`src/rtl/crossbar_arbiter.sv`:
```
// Per-slave round-robin ownership arbiter for an M x S crossbar. An optional hold limit
// revokes an owner once other masters have waited MAXHOLD cycles for the same slave.
module crossbar_arbiter #(
    parameter int M       = 3,
    parameter int S       = 2,
    parameter int MAXHOLD = 16
) (
    input  logic                   clk,
    input  logic                   rst,
    input  logic [M-1:0]           m_req,
    input  logic [$clog2(S)*M-1:0] m_req_sid,
    output logic [M-1:0]           m_gnt,
    output logic [$clog2(M)*S-1:0] m_sel_array,
    output logic [$clog2(S)*M-1:0] s_sel_array,
    output logic [S-1:0]           s_owned
);
    localparam int MW    = $clog2(M);
    localparam int SW    = $clog2(S);
    localparam int CNT_W = (MAXHOLD > 0) ? $clog2(MAXHOLD + 1) : 1;

    typedef enum logic {IDLE = 1'b0, OWNED = 1'b1} state_t;

    state_t           r_state [S];
    logic [MW-1:0]    r_owner [S];
    logic [MW-1:0]    r_ptr   [S];
    logic [CNT_W-1:0] r_cnt   [S];

    state_t           w_state_nxt [S];
    logic [MW-1:0]    w_owner_nxt [S];
    logic [MW-1:0]    w_ptr_nxt   [S];
    logic [CNT_W-1:0] w_cnt_nxt   [S];

    logic [M-1:0]     w_owns;
    logic [M-1:0]     w_cand [S];

    logic [M-1:0]     w_gnt_nxt;
    logic [MW*S-1:0]  w_msel_nxt;
    logic [SW*M-1:0]  w_ssel_nxt;
    logic [S-1:0]     w_owned_nxt;

    // A master already holding any slave is never a candidate, which keeps it to one slave.
    always_comb begin
        w_owns = '0;
        for (int j = 0; j < S; j++) begin
            for (int i = 0; i < M; i++) begin
                if (r_state[j] == OWNED && r_owner[j] == MW'(i)) w_owns[i] = 1'b1;
            end
        end
        for (int j = 0; j < S; j++) begin
            w_cand[j] = '0;
            for (int i = 0; i < M; i++) begin
                w_cand[j][i] = m_req[i] && !w_owns[i] && (m_req_sid[i*SW +: SW] == SW'(j));
            end
        end
    end

    always_comb begin : next_state
        logic [MW-1:0] win;
        logic          found;
        logic          own_req;
        logic          own_hit;
        logic          contended;
        for (int j = 0; j < S; j++) begin
            w_state_nxt[j] = r_state[j];
            w_owner_nxt[j] = r_owner[j];
            w_ptr_nxt[j]   = r_ptr[j];
            w_cnt_nxt[j]   = r_cnt[j];
            win            = '0;
            found          = 1'b0;
            own_req        = 1'b0;
            own_hit        = 1'b0;
            contended      = |w_cand[j];
            case (r_state[j])
                IDLE: begin
                    w_cnt_nxt[j] = '0;
                    // Lowest candidate overall, then overridden by lowest candidate at or above ptr.
                    for (int i = M - 1; i >= 0; i--) begin
                        if (w_cand[j][i]) begin
                            win   = MW'(i);
                            found = 1'b1;
                        end
                    end
                    for (int i = M - 1; i >= 0; i--) begin
                        if (w_cand[j][i] && MW'(i) >= r_ptr[j]) win = MW'(i);
                    end
                    if (found) begin
                        w_state_nxt[j] = OWNED;
                        w_owner_nxt[j] = win;
                        w_ptr_nxt[j]   = (win == MW'(M - 1)) ? '0 : win + MW'(1);
                    end
                end
                OWNED: begin
                    for (int i = 0; i < M; i++) begin
                        if (r_owner[j] == MW'(i)) begin
                            own_req = m_req[i];
                            own_hit = (m_req_sid[i*SW +: SW] == SW'(j));
                        end
                    end
                    if (!own_req || !own_hit) begin
                        w_state_nxt[j] = IDLE;
                        w_cnt_nxt[j]   = '0;
                    end else if (MAXHOLD > 0 && contended) begin
                        if (r_cnt[j] == CNT_W'(MAXHOLD)) begin
                            w_state_nxt[j] = IDLE;
                            w_cnt_nxt[j]   = '0;
                        end else begin
                            w_cnt_nxt[j] = r_cnt[j] + CNT_W'(1);
                        end
                    end
                end
                default: w_state_nxt[j] = IDLE;
            endcase
        end
    end

    always_ff @(posedge clk) begin
        for (int j = 0; j < S; j++) begin
            if (rst) begin
                r_state[j] <= IDLE;
                r_ptr[j]   <= '0;
                r_cnt[j]   <= '0;
            end else begin
                r_state[j] <= w_state_nxt[j];
                r_ptr[j]   <= w_ptr_nxt[j];
                r_cnt[j]   <= w_cnt_nxt[j];
            end
            r_owner[j] <= w_owner_nxt[j];
        end
    end

    // Outputs are decoded from the next state so they change on the same edge as the FSMs.
    always_comb begin
        w_gnt_nxt   = '0;
        w_msel_nxt  = '0;
        w_ssel_nxt  = '0;
        w_owned_nxt = '0;
        for (int j = 0; j < S; j++) begin
            if (w_state_nxt[j] == OWNED) begin
                w_owned_nxt[j]          = 1'b1;
                w_msel_nxt[j*MW +: MW]  = w_owner_nxt[j];
                for (int i = 0; i < M; i++) begin
                    if (w_owner_nxt[j] == MW'(i)) begin
                        w_gnt_nxt[i]           = 1'b1;
                        w_ssel_nxt[i*SW +: SW] = SW'(j);
                    end
                end
            end
        end
    end

    always_ff @(posedge clk) begin
        if (rst) begin
            m_gnt       <= '0;
            m_sel_array <= '0;
            s_sel_array <= '0;
            s_owned     <= '0;
        end else begin
            m_gnt       <= w_gnt_nxt;
            m_sel_array <= w_msel_nxt;
            s_sel_array <= w_ssel_nxt;
            s_owned     <= w_owned_nxt;
        end
    end

endmodule
```
`config.mk`:
```
export PLATFORM = sky130hd
export DESIGN_NAME = crossbar_arbiter
export DESIGN_NICKNAME = d
export VERILOG_FILES = /design/src/rtl/crossbar_arbiter.sv
export SDC_FILE = /design/constraint.sdc
export NUM_CORES = 1
export LEC_CHECK = 0
export BUFFER_PORTS_ARGS = -buffer_cell sky130_fd_sc_hd__buf_2
export CAP_MARGIN = 20
export CORE_ASPECT_RATIO = 0.7
export CORE_UTILIZATION = 61
export DETAILED_ROUTE_END_ITERATION = 16
export PLACE_DENSITY = 0.86
export SLEW_MARGIN = 20
export SYNTH_ARGS = -nofsm -noshare
export SYNTH_HDL_FRONTEND = slang
export SYNTH_SLANG_ARGS = --single-unit
export TNS_END_PERCENT = 100
```
`constraint.sdc`:
```
create_clock -name clk -period 3.5 [get_ports clk]
set_input_delay 0.525 -clock clk [delete_from_list [all_inputs] [get_ports clk]]
set_output_delay 0.525 -clock clk [all_outputs]
set_load 0.02 [all_outputs]
```
==> metrics.yaml, run 1 <==
grt_first_pass_wirelength_um: 6330
critical_path_arrival_ns: 2.42
post_drt_via_cell_ratio: 6.31
fill_cells: 194
drt_iter0_markers: 141
syn_inst: 183
drive_gt1_share_pct: 20.8
slew_viol_final: 0
cp.depth: 5
grt_max_degree: 15
clkTransAtPathRegs_ns: 0.06
diodes: 0
hold_class: "flip-flop to flip-flop"
cp_cell_sequence: "nor3b_2, nor3_2, a2111oi_2, a22oi_1, nor2_1"
final_common_cell: "dfxtp_1"
rrSetupSlack_ns: 1.28
floorplan.die_area_um2: 2900
cts_tree: "built"
synth_edf_count: 0
r2r-start: "s_owned[0]$_SDFF_PP0_"
reg2reg_depth: 5
finalSetupViolCount: 0
grt_pass1_vias: 1357
synth_mux_area_share_pct: 0
via_count: 1488
synth_top_area_share_pct: 36.7
fin_tns_setup_ns: 0
first_pass_iters: 4
fin_ws_ns: 1.28
num_io_pins: 20
place_worst_setup_slack_ns: 1.27
synth_cell_types: 54
gp_congestion: 0.913
cp_max_fo: 14
hold_path_depth: 2
routedWlPerCell_um: 16.8
path_delay_family: "simple AND/OR/NAND/NOR gates"
whs_endpoint: "r_cnt[0][1]$_SDFFE_PP0N_"
die_w_um: 63.9
synth-seq-area-share_pct: 36.7
max_cap_viol_count: 0
critPathLaunchType: "flip-flop"
clock_sinks: 30
max_freq_mhz: 450
yosys.area.top_type: "dfxtp_1"
min_period_ns: 2.22
final_cell_mix: "dfxtp_1, nor2_1, buf_2, nand2_1"
grt_overflow: 0
end_kind: "flip-flop"
antenna_left: 0
synth-compound-area-share_pct: 20.1
synth-simple-area-share_pct: 31.1
num_rows: 15
post-cts-setup-buffer-count: 0
final_core_util_pct: 72.5
hpwl_um: 2890
hold_viol_final: 0
ys_async_sr_fraction_pct: 0
cts-resized-gates: 0
track_usage_pct: 30.5
cts_buffer_depth: 2
ys_ff_latch: 30
multiInputGateArea_um2: 948
cp_slowest_stage_delay_ns: 0.57
fin_crit_sh_pct: 63.5
core_um2: 2500
cellPowerDensity_nw_per_um2: 553
htreeDepth: 2
status: "finished, final reports clean"
ctsHoldBuffers: 0
clkLatencyLatePin_ns: 0.28
synthTopCellsByArea: "dfxtp_1, nor2_1, nor3_1"
clock_tree.root_cell: "clkbuf_8"
yosysWarnings: 0
antenna_found_initial: 0
crit_type: "flip-flop to flip-flop"
peakVddDrop_mv: 0.321
nets: 215
synth_top_family_by_area: "simple AND/OR/NAND/NOR gates"
leakagePower_uw: 0.000729
tightest_slew_ns: 0.546
hp-start: "r_cnt[0][1]$_SDFFE_PP0N_"
synth_flop_cell: "dfxtp_1"
path_buf_inv: 0
synth_area_per_cell_um2: 8.94
drcViolationCount: 0
required_ns: 3.70
drt-total-wl_um: 3960
crit_slowest_cell: "dfxtp_1"
seq_area_um2: 601
start_util_pct: 65.5
syn_nets: 195
synthAdderAreaFrac_pct: 3.06
cts_buffers: 5
max_slew_margin_pct: 63.4
area_delta_synth_final_pct: 10.7
syn_area_um2: 1640
rsz0062_at_grt: "false"
r2r_end: "s_sel_array[1]$_SDFF_PP0_"
synth-xor-area-share_pct: 3.75
io_buffers: 19
fin_skew_ns: 0.00751
die_y_um: 45.3
-- through the flow --
step	total power [uW]	instance area, um^2	hold WS (ns)	std cells
after floorplan	661	1640	0.461	183
after global placement	718	1730	0.479	230
after detailed placement	728	1730	0.503	230
after CTS	1000	1810	0.511	236
after global routing	1050	1810	0.539	236
final	1000	1810	0.504	236
-- synth_stat cells, types with 3 or more instances --
cell and instances:
nand3_1 9, nor2_1 19, ha_1 4, a31oi_1 5, buf_4 4, o31ai_1 3
inv_1 11, xnor2_1 5, nand2_1 14, nor2b_1 3, dfxtp_1 30, o21ai_0 4
a21oi_1 6, nor3_1 11
-- power breakdown --
group | switching [uW] | total, uW | internal [uW]
clock | 121 | 273 | 151
sequential | 59.9 | 446 | 387
combinational | 172 | 283 | 111
total | 353 | 1000 | 649
-- flip-flops by register name, indices dropped and copies added, names as in the netlist --
name / count
r_cnt: 10
m_sel_array: 4
r_owner: 4
r_ptr: 4
m_gnt: 3
s_sel_array: 3
s_owned: 2
-- how the worst max path moves through the flow --
stage | from | end | slack (ns)
after floorplan | m_req[1] | m_gnt[1]$_SDFF_PP0_ | 1.60
after global placement | m_req[0] | m_gnt[0]$_SDFF_PP0_ | 1.32
after detailed placement | m_req[0] | m_gnt[0]$_SDFF_PP0_ | 1.27
after CTS | s_owned[0]$_SDFF_PP0_ | s_sel_array[1]$_SDFF_PP0_ | 1.27
after global routing | s_owned[0]$_SDFF_PP0_ | r_cnt[0][0]$_SDFFE_PP0N_ | 1.09
final | s_owned[0]$_SDFF_PP0_ | s_sel_array[1]$_SDFF_PP0_ | 1.28
-- layer usage --
layer	global-route usage (%)	vias to the layer above	share of wire [%]	wire length, um
met2	46.8	62	46	1810
met4	20.5	0	2.9	116
met1	39.3	706	45	1800
met5	0	-	0	0
li1	-	709	-	-
met3	6.82	11	6.0	239
-- worst register-to-register path, stage by stage, from the launching register on --
cell and delay, ns:
dfxtp_1 0.57, nor3b_2 0.44, nor3_2 0.18, a2111oi_2 0.48, a22oi_1 0.26, nor2_1 0.21
-- logic make-up (layout without fill, tap and decap cells) --
logic type                 count (synthesis)  in the layout
buffers and inverters                     17             36
and+or+nand+nor                           86             86
adders and majority gates                  4              4
xor gates and xnor gates                   7              7
AOI/OAI and AO/OA                         39             39
DFF                                       30             30
-- cell type report --
cell class | count | share of cell area [%]
multi-input cells | 136 | 52.4
well taps | 34 | 2.35
inverters | 11 | 2.28
flip-flops and latches | 30 | 33.2
repair buffers | 19 | 5.25
clock buffers | 6 | 4.56
No activity file was read; power rests on OpenSTA's default activity.
==> run 2: changes to the inputs <==
--- a/config.mk
+++ b/config.mk
@@ -5,12 +5,13 @@
 export SDC_FILE = /design/constraint.sdc
 export NUM_CORES = 1
 export LEC_CHECK = 0
+export ABC_AREA = 1
 export BUFFER_PORTS_ARGS = -buffer_cell sky130_fd_sc_hd__buf_2
 export CAP_MARGIN = 20
 export CORE_ASPECT_RATIO = 0.7
-export CORE_UTILIZATION = 61
+export CORE_UTILIZATION = 57
 export DETAILED_ROUTE_END_ITERATION = 16
-export PLACE_DENSITY = 0.86
+export PLACE_DENSITY = 0.81
 export SLEW_MARGIN = 20
 export SYNTH_ARGS = -nofsm -noshare
 export SYNTH_HDL_FRONTEND = slang
==> constraint.sdc (replaced) <==
create_clock -name clk -period 2.31 [get_ports clk]
set_input_delay 0.3465 -clock clk [delete_from_list [all_inputs] [get_ports clk]]
set_output_delay 0.3465 -clock clk [all_outputs]
set_load 0.02 [all_outputs]
==> run 2 against run 1 <==
Against the previous run:
- combinational power rose to 2.5 times the previous value
- first-iteration DRC count decreased by 45%
- flip-flop and latch count stayed put
- sequential share of layout area decreased by 1.7 points
- area after synthesis rose by 4.1%
- cell count increased by 19%
- via count down 5.6%
- sequential power rose by 57%
- largest power group is now combinational logic
- fmax up 39%
- wire length down 17%
==> metrics.yaml, run 2 <==
status: "finished, final reports clean"  # unchanged
fin_skew_ns: 0.00398  # was 0.00751 ns
via_count: 1404  # was 1488
floorplan.die_area_um2: 3210  # was 2900 um^2
leakagePower_uw: 0.000900  # was 0.000729 uW
cts_buffers: 5  # unchanged
peakVddDrop_mv: 0.769  # was 0.321 mV
grt_pass1_vias: 1146  # was 1357
num_rows: 16  # was 15
yosys.area.top_type: "dfxtp_1"  # unchanged
min_period_ns: 1.60  # was 2.22 ns
synth-seq-area-share_pct: 35.3  # was 36.7%
fin_crit_sh_pct: 69.1  # was 63.5%
hold_viol_final: 0  # unchanged
hp-start: "rst"  # was r_cnt[0][1]$_SDFFE_PP0N_
clock_tree.root_cell: "clkbuf_8"  # unchanged
die_y_um: 47.7  # was 45.3 um
cell_internal_pwr_uw: 1050  # was 649 uW
drcViolationCount: 0  # unchanged
post_drt_via_cell_ratio: 5.01  # was 6.31
grt_max_degree: 10  # was 15
tightest_slew_ns: 0.252  # was 0.546 ns
syn_nets: 232  # was 195
die_w_um: 67.3  # was 63.9 um
io_buffers: 19  # unchanged
reg2reg_depth: 11  # was 5
final_common_cell: "nand2_1"  # was dfxtp_1
syn_area_um2: 1700  # was 1640 um^2
synth_flop_cell: "dfxtp_1"  # unchanged
drt-total-wl_um: 3270  # was 3960 um
swShare_pct: 41.9  # was 35.2%
final_core_util_pct: 67.6  # was 72.5%
power_switching_uw: 757  # was 353 uW
required_ns: 2.49  # was 3.70 ns
synth_cell_types: 32  # was 54
fin_tns_setup_ns: 0  # unchanged
syn_inst: 220  # was 183
max_slew_margin_pct: 83.1  # was 63.4%
ys_ff_latch: 30  # unchanged
cts-resized-gates: 0  # unchanged
htreeDepth: 2  # unchanged
final_cell_mix: "nand2_1, dfxtp_1, inv_1, buf_2, nand3_1"  # was dfxtp_1, nor2_1, buf_2, nand2_1
critPathLaunchType: "flip-flop"  # unchanged
max_freq_mhz: 627  # was 450 MHz
grt_overflow: 0  # unchanged
grt_first_pass_wirelength_um: 5070  # was 6330 um
whs_endpoint: "r_ptr[0][0]$_SDFFE_PP0P_"  # was r_cnt[0][1]$_SDFFE_PP0N_
rrSetupSlack_ns: 0.71  # was 1.28 ns
synthTopCellsByArea: "dfxtp_1, nand2_1, inv_1"  # was dfxtp_1, nor2_1, nor3_1
synth_top_area_share_pct: 35.3  # was 36.7%
clockPowerShare_pct: 21.7  # was 27.2%
finalSetupViolCount: 0  # unchanged
clock_sinks: 30  # unchanged
nets: 256  # was 215
synth_edf_count: 0  # unchanged
r2r_end: "m_gnt[0]$_SDFF_PP0_"  # was s_sel_array[1]$_SDFF_PP0_
routedWlPerCell_um: 11.7  # was 16.8 um
cellPowerDensity_nw_per_um2: 948  # was 553 nW/um^2
cts_buffer_depth: 2  # unchanged
cp_max_fo: 7  # was 14
rsz0062_at_grt: "false"  # unchanged
start_util_pct: 60.3  # was 65.5%
yosysWarnings: 0  # unchanged
track_usage_pct: 22.6  # was 30.5%
fill_cells: 247  # was 194
drt_iter0_markers: 77  # was 141
first_pass_iters: 4  # unchanged
end_kind: "flip-flop"  # unchanged
synth_area_per_cell_um2: 7.74  # was 8.94 um^2
hold_path_depth: 2  # unchanged
core_um2: 2820  # was 2500 um^2
clkLatencyLatePin_ns: 0.28  # about the same
largest_reg_flops: 10  # unchanged
crit_type: "flip-flop to flip-flop"  # unchanged
combPwrFrac_pct: 39.7  # was 28.2%
area_delta_synth_final_pct: 12.0  # was 10.7%
num_io_pins: 20  # unchanged
p_seq_share_pct: 38.6  # was 44.6%
ctsHoldBuffers: 0  # unchanged
antenna_found_initial: 0  # unchanged
diodes: 0  # unchanged
critical_path_arrival_ns: 1.78  # was 2.42 ns
regMostFlops: "r_cnt"  # unchanged
yosysMostFrequentCell: "nand2_1"  # was dfxtp_1
r2r-start: "r_owner[0][0]$_DFF_P_"  # was s_owned[0]$_SDFF_PP0_
cts_tree: "built"  # unchanged
max_cap_viol_count: 0  # unchanged
clkTransAtPathRegs_ns: 0.06  # about the same
hold_class: "input port to flip-flop"  # was flip-flop to flip-flop
slew_viol_final: 0  # unchanged
antenna_left: 0  # unchanged
gp_congestion: 0.825  # was 0.913
drive_gt1_share_pct: 29.5  # was 20.8%
netlist_top_cells_count: "nand2_1, dfxtp_1, inv_1, nand3_1"  # was dfxtp_1, nor2_1, nand2_1, inv_1, nor3_1
post-cts-setup-buffer-count: 0  # unchanged
ys_async_sr_fraction_pct: 0  # unchanged
hpwl_um: 2540  # was 2890 um
==> run 2: cell count changes after synthesis, sizes merged, moves of 3 or more <==
cell,change
xnor2,-5
nand2,+48
a31oi,-5
nor2b,-3
nor3,-6
nand4,+3
nand3,+16
inv,+24
o31ai,-5
buf,-3
or3,-5
a21oi,+10
==> run 2: metrics by stage <==
stage / cell area (um^2) / cells / total power [uW] / hold slack [ns] / setup slack (ns)
after floorplan: 1700 / 220 / 1270 / 0.416 / 0.918
after global placement: 1830 / 273 / 1410 / 0.468 / 0.761
after detailed placement: 1830 / 273 / 1420 / 0.466 / 0.748
after CTS: 1910 / 280 / 1820 / 0.312 / 0.731
after global routing: 1910 / 280 / 1930 / 0.334 / 0.591
final: 1910 / 280 / 1810 / 0.315 / 0.714
==> run 2: worst max-delay path by stage <==
stage               cells past startpoint  slack [ns]                   to                  start
finish                                 11        0.71  m_gnt[0]$_SDFF_PP0_  r_owner[0][0]$_DFF_P_
floorplan                              11        0.92  m_gnt[0]$_SDFF_PP0_  s_owned[0]$_SDFF_PP0_
CTS                                    11        0.73  m_gnt[0]$_SDFF_PP0_  r_owner[0][0]$_DFF_P_
global route                           11        0.59  m_gnt[0]$_SDFF_PP0_  r_owner[0][0]$_DFF_P_
detailed placement                     11        0.75  m_gnt[0]$_SDFF_PP0_  s_owned[0]$_SDFF_PP0_
global placement                        8        0.76  m_gnt[1]$_SDFF_PP0_           m_req_sid[2]
==> run 2: critical path, cell delays in order (launching register included) <==
cell and delay (ns):
dfxtp_1 0.35, inv_2 0.07, nor2_2 0.11, nand2_1 0.15, nand4_2 0.15, nand3_4 0.14
nand2_4 0.12, inv_4 0.04, nand2_1 0.12, nand2_1 0.09, nand3_1 0.09, nand2_1 0.05
==> run 2: power groups by stage <==
stage | Sequential [uW] | Combinational, uW | Clock, uW
floorplan | 756 | 513 | 0
global placement | 710 | 703 | 0
detailed placement | 706 | 714 | 0
CTS | 697 | 720 | 399
global route | 712 | 794 | 421
finish | 698 | 718 | 392
==> run 2: cell type report <==
type,count,area (um^2),area share [%]
timing repair buffer,19,95.1,4.99
clock buffer,5,68.8,3.61
multi-input combinational,152,942,49.4
clock inverter,2,10.0,0.525
tap,36,45.0,2.36
sequential,30,601,31.5
inverter,36,145,7.61
==> run 2: metal layers <==
metal,up-vias,track usage (%),routed length [um]
met5,-,0,0
met4,0,9.36,47
met3,6,8.10,179
met2,23,33.4,1340
met1,620,30.2,1700
li1,755,-,-
==> run 2: kinds of logic (layout without fill, tap and decap cells) <==
logic type,Yosys count,after routing,share of synthesized area (%)
fa+ha+maj,4,4,2.94
simple gates,124,124,43.6
compound gates,24,24,8.74
buf+inv,38,62,9.40
flops,30,30,35.3
